[src/rtl/video_pkg.sv]
// Shared definitions for the video output path: line-fetch FSM states,
// display mode constants used by the video controller, and a burst-length helper.
package video_pkg;

    typedef enum logic [1:0] {
        FETCH_IDLE,
        FETCH_REQ,
        FETCH_DATA
    } fetch_state_t;

    // 1024x768 mode: active area and full frame totals including blanking.
    localparam int H_ACTIVE = 1024;
    localparam int V_ACTIVE = 768;
    localparam int H_TOTAL  = 1344;
    localparam int V_TOTAL  = 806;

    // Beats to request next: whatever is left of the line, capped at one burst.
    function automatic int burst_min(input int remaining, input int burst_len);
        return (remaining < burst_len) ? remaining : burst_len;
    endfunction

endpackage

[src/rtl/video_line_fetcher.sv]
// Scanline prefetch scheduler: turns a line request into a sequence of
// single-outstanding burst reads and writes the returned words into one
// bank of a two-bank line buffer while the display side reads the other.
module video_line_fetcher
    import video_pkg::*;
#(
    parameter int ADDR_WIDTH = 32,
    parameter int DATA_WIDTH = 32,
    parameter int LB_WORDS   = H_ACTIVE,
    parameter int BURST_LEN  = 16
) (
    input  logic                         clk,
    input  logic                         reset,
    input  logic                         enable,
    input  logic [ADDR_WIDTH-1:0]        fb_base,
    input  logic [ADDR_WIDTH-1:0]        line_stride,
    input  logic [$clog2(LB_WORDS):0]    line_words,
    input  logic                         frame_start,
    input  logic                         line_req,
    output logic                         mem_req_valid,
    input  logic                         mem_req_ready,
    output logic [ADDR_WIDTH-1:0]        mem_req_addr,
    output logic [$clog2(BURST_LEN):0]   mem_req_len,
    input  logic                         mem_rdata_valid,
    input  logic [DATA_WIDTH-1:0]        mem_rdata,
    output logic                         lb_we,
    output logic [$clog2(LB_WORDS):0]    lb_waddr,
    output logic [DATA_WIDTH-1:0]        lb_wdata,
    output logic                         line_done,
    output logic                         line_bank,
    output logic                         busy,
    output logic                         underrun,
    input  logic                         underrun_clr
);

    localparam int IDX_W          = $clog2(LB_WORDS);
    localparam int LW_W           = IDX_W + 1;
    localparam int LEN_W          = $clog2(BURST_LEN) + 1;
    localparam int BYTES_PER_WORD = DATA_WIDTH / 8;

    fetch_state_t            state_reg, state_next;
    logic [ADDR_WIDTH-1:0]   addr_reg;
    logic [ADDR_WIDTH-1:0]   next_line_addr_reg;
    logic [LW_W-1:0]         remaining_reg;
    logic [LEN_W-1:0]        beats_left_reg;
    logic [IDX_W-1:0]        word_idx_reg;
    logic                    fill_bank_reg;
    logic                    cur_bank_reg;
    logic                    lb_we_reg;
    logic [LW_W-1:0]         lb_waddr_reg;
    logic [DATA_WIDTH-1:0]   lb_wdata_reg;
    logic                    line_done_reg;
    logic                    line_bank_reg;
    logic                    underrun_reg;

    logic                    accept;
    logic                    zero_line;
    logic                    handshake;
    logic                    beat;
    logic                    last_beat;
    logic [LW_W-1:0]         words_clamped;
    logic [LEN_W-1:0]        req_len;
    logic [ADDR_WIDTH-1:0]   line_base;
    logic                    bank_sel;

    // A frame start in the same cycle as a line request takes effect first.
    assign words_clamped = (line_words > LW_W'(LB_WORDS)) ? LW_W'(LB_WORDS) : line_words;
    assign req_len       = LEN_W'(burst_min(int'(remaining_reg), BURST_LEN));
    assign line_base     = frame_start ? fb_base : next_line_addr_reg;
    assign bank_sel      = frame_start ? 1'b0 : fill_bank_reg;

    assign busy          = (state_reg != FETCH_IDLE);
    assign mem_req_valid = (state_reg == FETCH_REQ);
    assign mem_req_addr  = addr_reg;
    assign mem_req_len   = req_len;
    assign lb_we         = lb_we_reg;
    assign lb_waddr      = lb_waddr_reg;
    assign lb_wdata      = lb_wdata_reg;
    assign line_done     = line_done_reg;
    assign line_bank     = line_bank_reg;
    assign underrun      = underrun_reg;

    // FSM state register.
    always_ff @(posedge clk) begin
        if (reset) begin
            state_reg <= FETCH_IDLE;
        end else begin
            state_reg <= state_next;
        end
    end

    // Next-state logic and per-cycle event strobes for the datapath.
    always_comb begin
        state_next = state_reg;
        accept     = 1'b0;
        zero_line  = 1'b0;
        handshake  = 1'b0;
        beat       = 1'b0;
        last_beat  = 1'b0;
        case (state_reg)
            FETCH_IDLE: begin
                if (line_req && enable) begin
                    accept = 1'b1;
                    if (words_clamped == '0) begin
                        zero_line = 1'b1;
                    end else begin
                        state_next = FETCH_REQ;
                    end
                end
            end
            FETCH_REQ: begin
                if (mem_req_ready) begin
                    handshake  = 1'b1;
                    state_next = FETCH_DATA;
                end
            end
            FETCH_DATA: begin
                if (mem_rdata_valid) begin
                    beat = 1'b1;
                    if (beats_left_reg == LEN_W'(1)) begin
                        last_beat  = 1'b1;
                        state_next = (remaining_reg != '0) ? FETCH_REQ : FETCH_IDLE;
                    end
                end
            end
            default: state_next = FETCH_IDLE;
        endcase
    end

    // Address, counters, bank bookkeeping and registered line-buffer/status outputs.
    always_ff @(posedge clk) begin
        if (reset) begin
            addr_reg           <= '0;
            next_line_addr_reg <= '0;
            remaining_reg      <= '0;
            beats_left_reg     <= '0;
            word_idx_reg       <= '0;
            fill_bank_reg      <= 1'b0;
            cur_bank_reg       <= 1'b0;
            lb_we_reg          <= 1'b0;
            lb_waddr_reg       <= '0;
            lb_wdata_reg       <= '0;
            line_done_reg      <= 1'b0;
            line_bank_reg      <= 1'b0;
            underrun_reg       <= 1'b0;
        end else begin
            lb_we_reg     <= 1'b0;
            line_done_reg <= 1'b0;

            // Every request, accepted or dropped, advances the line pointer so
            // later lines stay aligned with the display.
            if (line_req && (busy || enable)) begin
                next_line_addr_reg <= line_base + line_stride;
            end else if (frame_start) begin
                next_line_addr_reg <= fb_base;
            end

            // The bank is claimed when the line is accepted, so a frame start
            // during a fetch redirects only the next line.
            if (accept) begin
                fill_bank_reg <= ~bank_sel;
                cur_bank_reg  <= bank_sel;
                addr_reg      <= line_base;
                remaining_reg <= words_clamped;
                word_idx_reg  <= '0;
            end else if (frame_start) begin
                fill_bank_reg <= 1'b0;
            end

            // The request address is only observed in REQ, so advance it at the handshake.
            if (handshake) begin
                beats_left_reg <= req_len;
                remaining_reg  <= remaining_reg - LW_W'(req_len);
                addr_reg       <= addr_reg + ADDR_WIDTH'(int'(req_len) * BYTES_PER_WORD);
            end else if (beat) begin
                beats_left_reg <= beats_left_reg - LEN_W'(1);
            end

            if (beat) begin
                lb_we_reg    <= 1'b1;
                lb_waddr_reg <= {cur_bank_reg, word_idx_reg};
                lb_wdata_reg <= mem_rdata;
                word_idx_reg <= word_idx_reg + IDX_W'(1);
            end

            if (zero_line) begin
                line_done_reg <= 1'b1;
                line_bank_reg <= bank_sel;
            end else if (last_beat && (remaining_reg == '0)) begin
                line_done_reg <= 1'b1;
                line_bank_reg <= cur_bank_reg;
            end

            if (line_req && busy) begin
                underrun_reg <= 1'b1;
            end else if (underrun_clr) begin
                underrun_reg <= 1'b0;
            end
        end
    end

endmodule
[config.mk]
export PLATFORM = sky130hd
export DESIGN_NAME = video_line_fetcher
export DESIGN_NICKNAME = d
export VERILOG_FILES = /design/src/rtl/video_pkg.sv /design/src/rtl/video_line_fetcher.sv
export SDC_FILE = /design/constraint.sdc
export NUM_CORES = 1
export LEC_CHECK = 0
export ABC_AREA = 1
export BUFFER_PORTS_ARGS = -buffer_cell sky130_fd_sc_hd__clkbuf_2
export CAP_MARGIN = 20
export CORE_MARGIN = 2
export CORE_UTILIZATION = 45
export CTS_CLUSTER_DIAMETER = 40
export CTS_CLUSTER_SIZE = 16
export DETAILED_ROUTE_END_ITERATION = 6
export PLACE_DENSITY = 0.78
export RECOVER_POWER = 25
export SYNTH_ARGS = -nofsm -noshare
export SYNTH_HDL_FRONTEND = slang
export SYNTH_SLANG_ARGS = --single-unit
export TNS_END_PERCENT = 10
[constraint.sdc]
create_clock -name clk -period 2.6 [get_ports clk]
set_clock_uncertainty 0.1 [all_clocks]
set_input_delay 0.52 -clock clk [delete_from_list [all_inputs] [get_ports clk]]
set_output_delay 0.52 -clock clk [all_outputs]
set_load 0.02 [all_outputs]
==> flow_summary.yaml <==
run_status:
  status: "finished, final reports clean"
sta:
  fin_crit_ps: 2574
  rsz0062_at_grt: "true"
  drv_slew: 0
  setup_viol: 0
  slew_headroom: 0.3893
  fin_ws_ps: 25.86
  final_hold_viol_count: 0
  fmax_ghz: 0.3885
  period_share: 0.9901
  tightestPinTransition_ps: 916.1
global_route:
  grt_usage: 0.2762
  grt_max_degree: 122
  grt_pass1_wl_um: 48220
  antenna_found_initial: 0
  grt_overflow_total: 0
  first_global_vias: 9924
clock_tree:
  numCtsBuffers: 17
  clk_pin_slew_ps: 70
  insertion_delay_ps: 440
  clockBufferDepth: 2
  cts_tree: "yes"
  h-tree-depth: 4
  clkSinkCount: 141
  cts_root_buf: "clkbuf_16"
floorplan:
  die_w_um: 147.5
  die_area_mm2: 0.02175
  die_h_um: 147.5
  io_pins: 201
  fp-row-count: 52
  core-area_mm2: 0.02023
  initial_core_util: 0.4579
pwr:
  p_clk_frac: 0.364
  pwr_density_cell_mw_per_mm2: 562.1
  swShare: 0.3472
  p_leak_nw: 5.884
  power_switching_mw: 2.395
  p_total_mw: 6.898
  p_int_mw: 4.503
  p_comb_frac: 0.295
  pwr-share-seq: 0.341
  ir_drop_v: 0.0003767
finish:
  syn_to_final_growth_pct: 32.45
  num_antenna_cells: 0
  post_route_cells_drive_above_1_share: 0.2429
  nNetsFinal: 1931
setup_path:
  critPathLaunchType: "input port"
  required_ps: 2830
  worst_path_largest_cell_delay_ps: 400
  crit_chain: "clkbuf_2 -> inv_2 -> buf_12 -> or2_2 -> o21ai_2 -> inv_1 -> ha_2 -> nand2_2 -> o21ai_0 -> a21oi_1 -> nand2_2 -> nand2_2 -> nand3_1 -> nand3_1 -> nand2_1 -> inv_1"
  crit_arrival_ps: 2810
  worstSetupEndpointType: "register"
  critical_path_class: "input port to register"
  critPathMaxFanout: 22
  slowest_stage: "ha_2"
  crit_top_cell: "nand2_2"
synthesis:
  synthTopCellsByArea: "dfxtp_1 (30%), nand2_1 (17%), inv_1 (8.0%), a21oi_1 (7.8%), ha_1 (5.4%)"
  yosysUniqueCellTypes: 51
  synthFlopType: "dfxtp_1"
  syn_area_mm2: 0.009265
  netlist.top_cell.by_area: "dfxtp_1"
  yosysMostFrequentCell: "nand2_1"
  synthArstFlopShare: 0
  synth_edf_count: 0
  seq_area_frac_synth: 0.3047
  synth_common_cells: "nand2_1 (409), inv_1 (197), a21oi_1 (145)"
  ys_ff_latch: 141
  yosys.area.top_type_share: 0.3047
  syn_avg_cell_area_um2: 6.299
  synth_warnings: 0
  netlist_instances: 1471
  syn_nets: 1628
detailed_routing:
  drt-total-wl_um: 30840
  drc: 0
  viasPerCell: 5.178
  ant_nets: 0
  vias: 10650
  drtIter0Drc: 882
  wl_per_cell_um: 14.99
  drtPass1Iterations: 5
place:
  dpl.hpwl_um: 23250
  gp_congestion: 0.9514
  io_buffers: 200
  post-place-ws_ps: -452.6
run:
  drv_cap: 0
worst_hold_path:
  min_path_type: "input port to register"
## cell type report
class,instances,area (um^2)
flip-flops and latches,141,2826
multi-input cells,1072,5704
inverters,206,777.0
repair buffers,336,2032
clock buffers,17,425.4
fillers,1880,7963
well taps,270,337.8
clock inverters,15,168.9
## cell usage in the layout, fill, tap and decap left out, drive strengths merged, types with 5 or more instances in the layout
master  synthesis  final
o22ai          16     16
buf            29    136
nand3          82     82
o21ai          95     95
a31oi          21     21
dfxtp         141    141
clkinv          1      5
or2            30     30
nand4          13     13
nor2          124    124
xor2           24     24
clkbuf         23    217
o21bai          7      7
nor3           21     21
ha             40     40
inv           205    215
nand2         422    422
a21oi         147    147
## worst paths after layout
path	end	from	slack (ps)	cells past startpoint
max	next_line_addr_reg[30]$_SDFF_PP0_	frame_start	30	16
min	lb_wdata[23]$_SDFFE_PP0P_	mem_rdata[23]	200	3
max reg2reg	mem_req_addr[24]$_SDFFE_PP0P_	remaining_reg[6]$_SDFFE_PP0P_	130	15
min reg2reg	lb_wdata[7]$_SDFFE_PP0P_	lb_wdata[7]$_SDFFE_PP0P_	360	2
## repair_timing
item,4_1_cts,5_1_grt
gates cloned,0,0
hold buffers,0,0
endpoints found under the setup margin,2,40
buffers inserted,0,2
resized for setup,1,67
pin swaps,0,15
## critical path, delay by kind of cell
family          cells  cell delay (ps)
simple gates        7              880
compound gates      3              550
buf+inv             5              450
fa+ha+maj           1              400
## metal layers
metal  share of wire  GRT usage
met1            0.42     0.3440
met2            0.47     0.4785
met3           0.071    0.04815
met4           0.031     0.1038
met5               0          0
## cell families (layout without fill, tap and decap cells)
| family | after synthesis | in the layout | synth area share |
|---|---|---|---|
| DFF | 141 | 141 | 0.3047 |
| xor gates and xnor gates | 27 | 27 | 0.02552 |
| AOI/OAI and AO/OA | 302 | 302 | 0.1784 |
| adders and majority gates | 42 | 42 | 0.05834 |
| muxes | 2 | 2 | 0.002161 |
| other | 1 | 1 | 0.0004047 |
| and+or+nand+nor | 698 | 698 | 0.3206 |
| buffers and inverters | 258 | 574 | 0.1099 |
## power groups by stage
stage | registers [mW] | logic (mW) | clock network, mW
6_report | 2.35 | 2.03 | 2.51
5_1_grt | 2.36 | 2.24 | 2.64
4_1_cts | 2.35 | 1.92 | 2.54
3_5_place_dp | 2.39 | 1.90 | 0
3_3_place_gp | 2.39 | 1.87 | 0
2_1_floorplan | 2.42 | 1.07 | 0
## per-stage QoR
step	TNS, ps	util	cells	hold slack, ps	area, um^2
floorplan	0	-	1471	338.3	9278
global placement	-7390	0.5655	2023	348.7	11440
detailed placement	-8188	0.5655	2023	355.4	11440
CTS	-8.323	0.5951	2055	200.0	12040
global route	-772.9	0.6065	2057	203.7	12270
finish	0	0.6065	2057	199.7	12270
(Power assumes the default switching activity.)
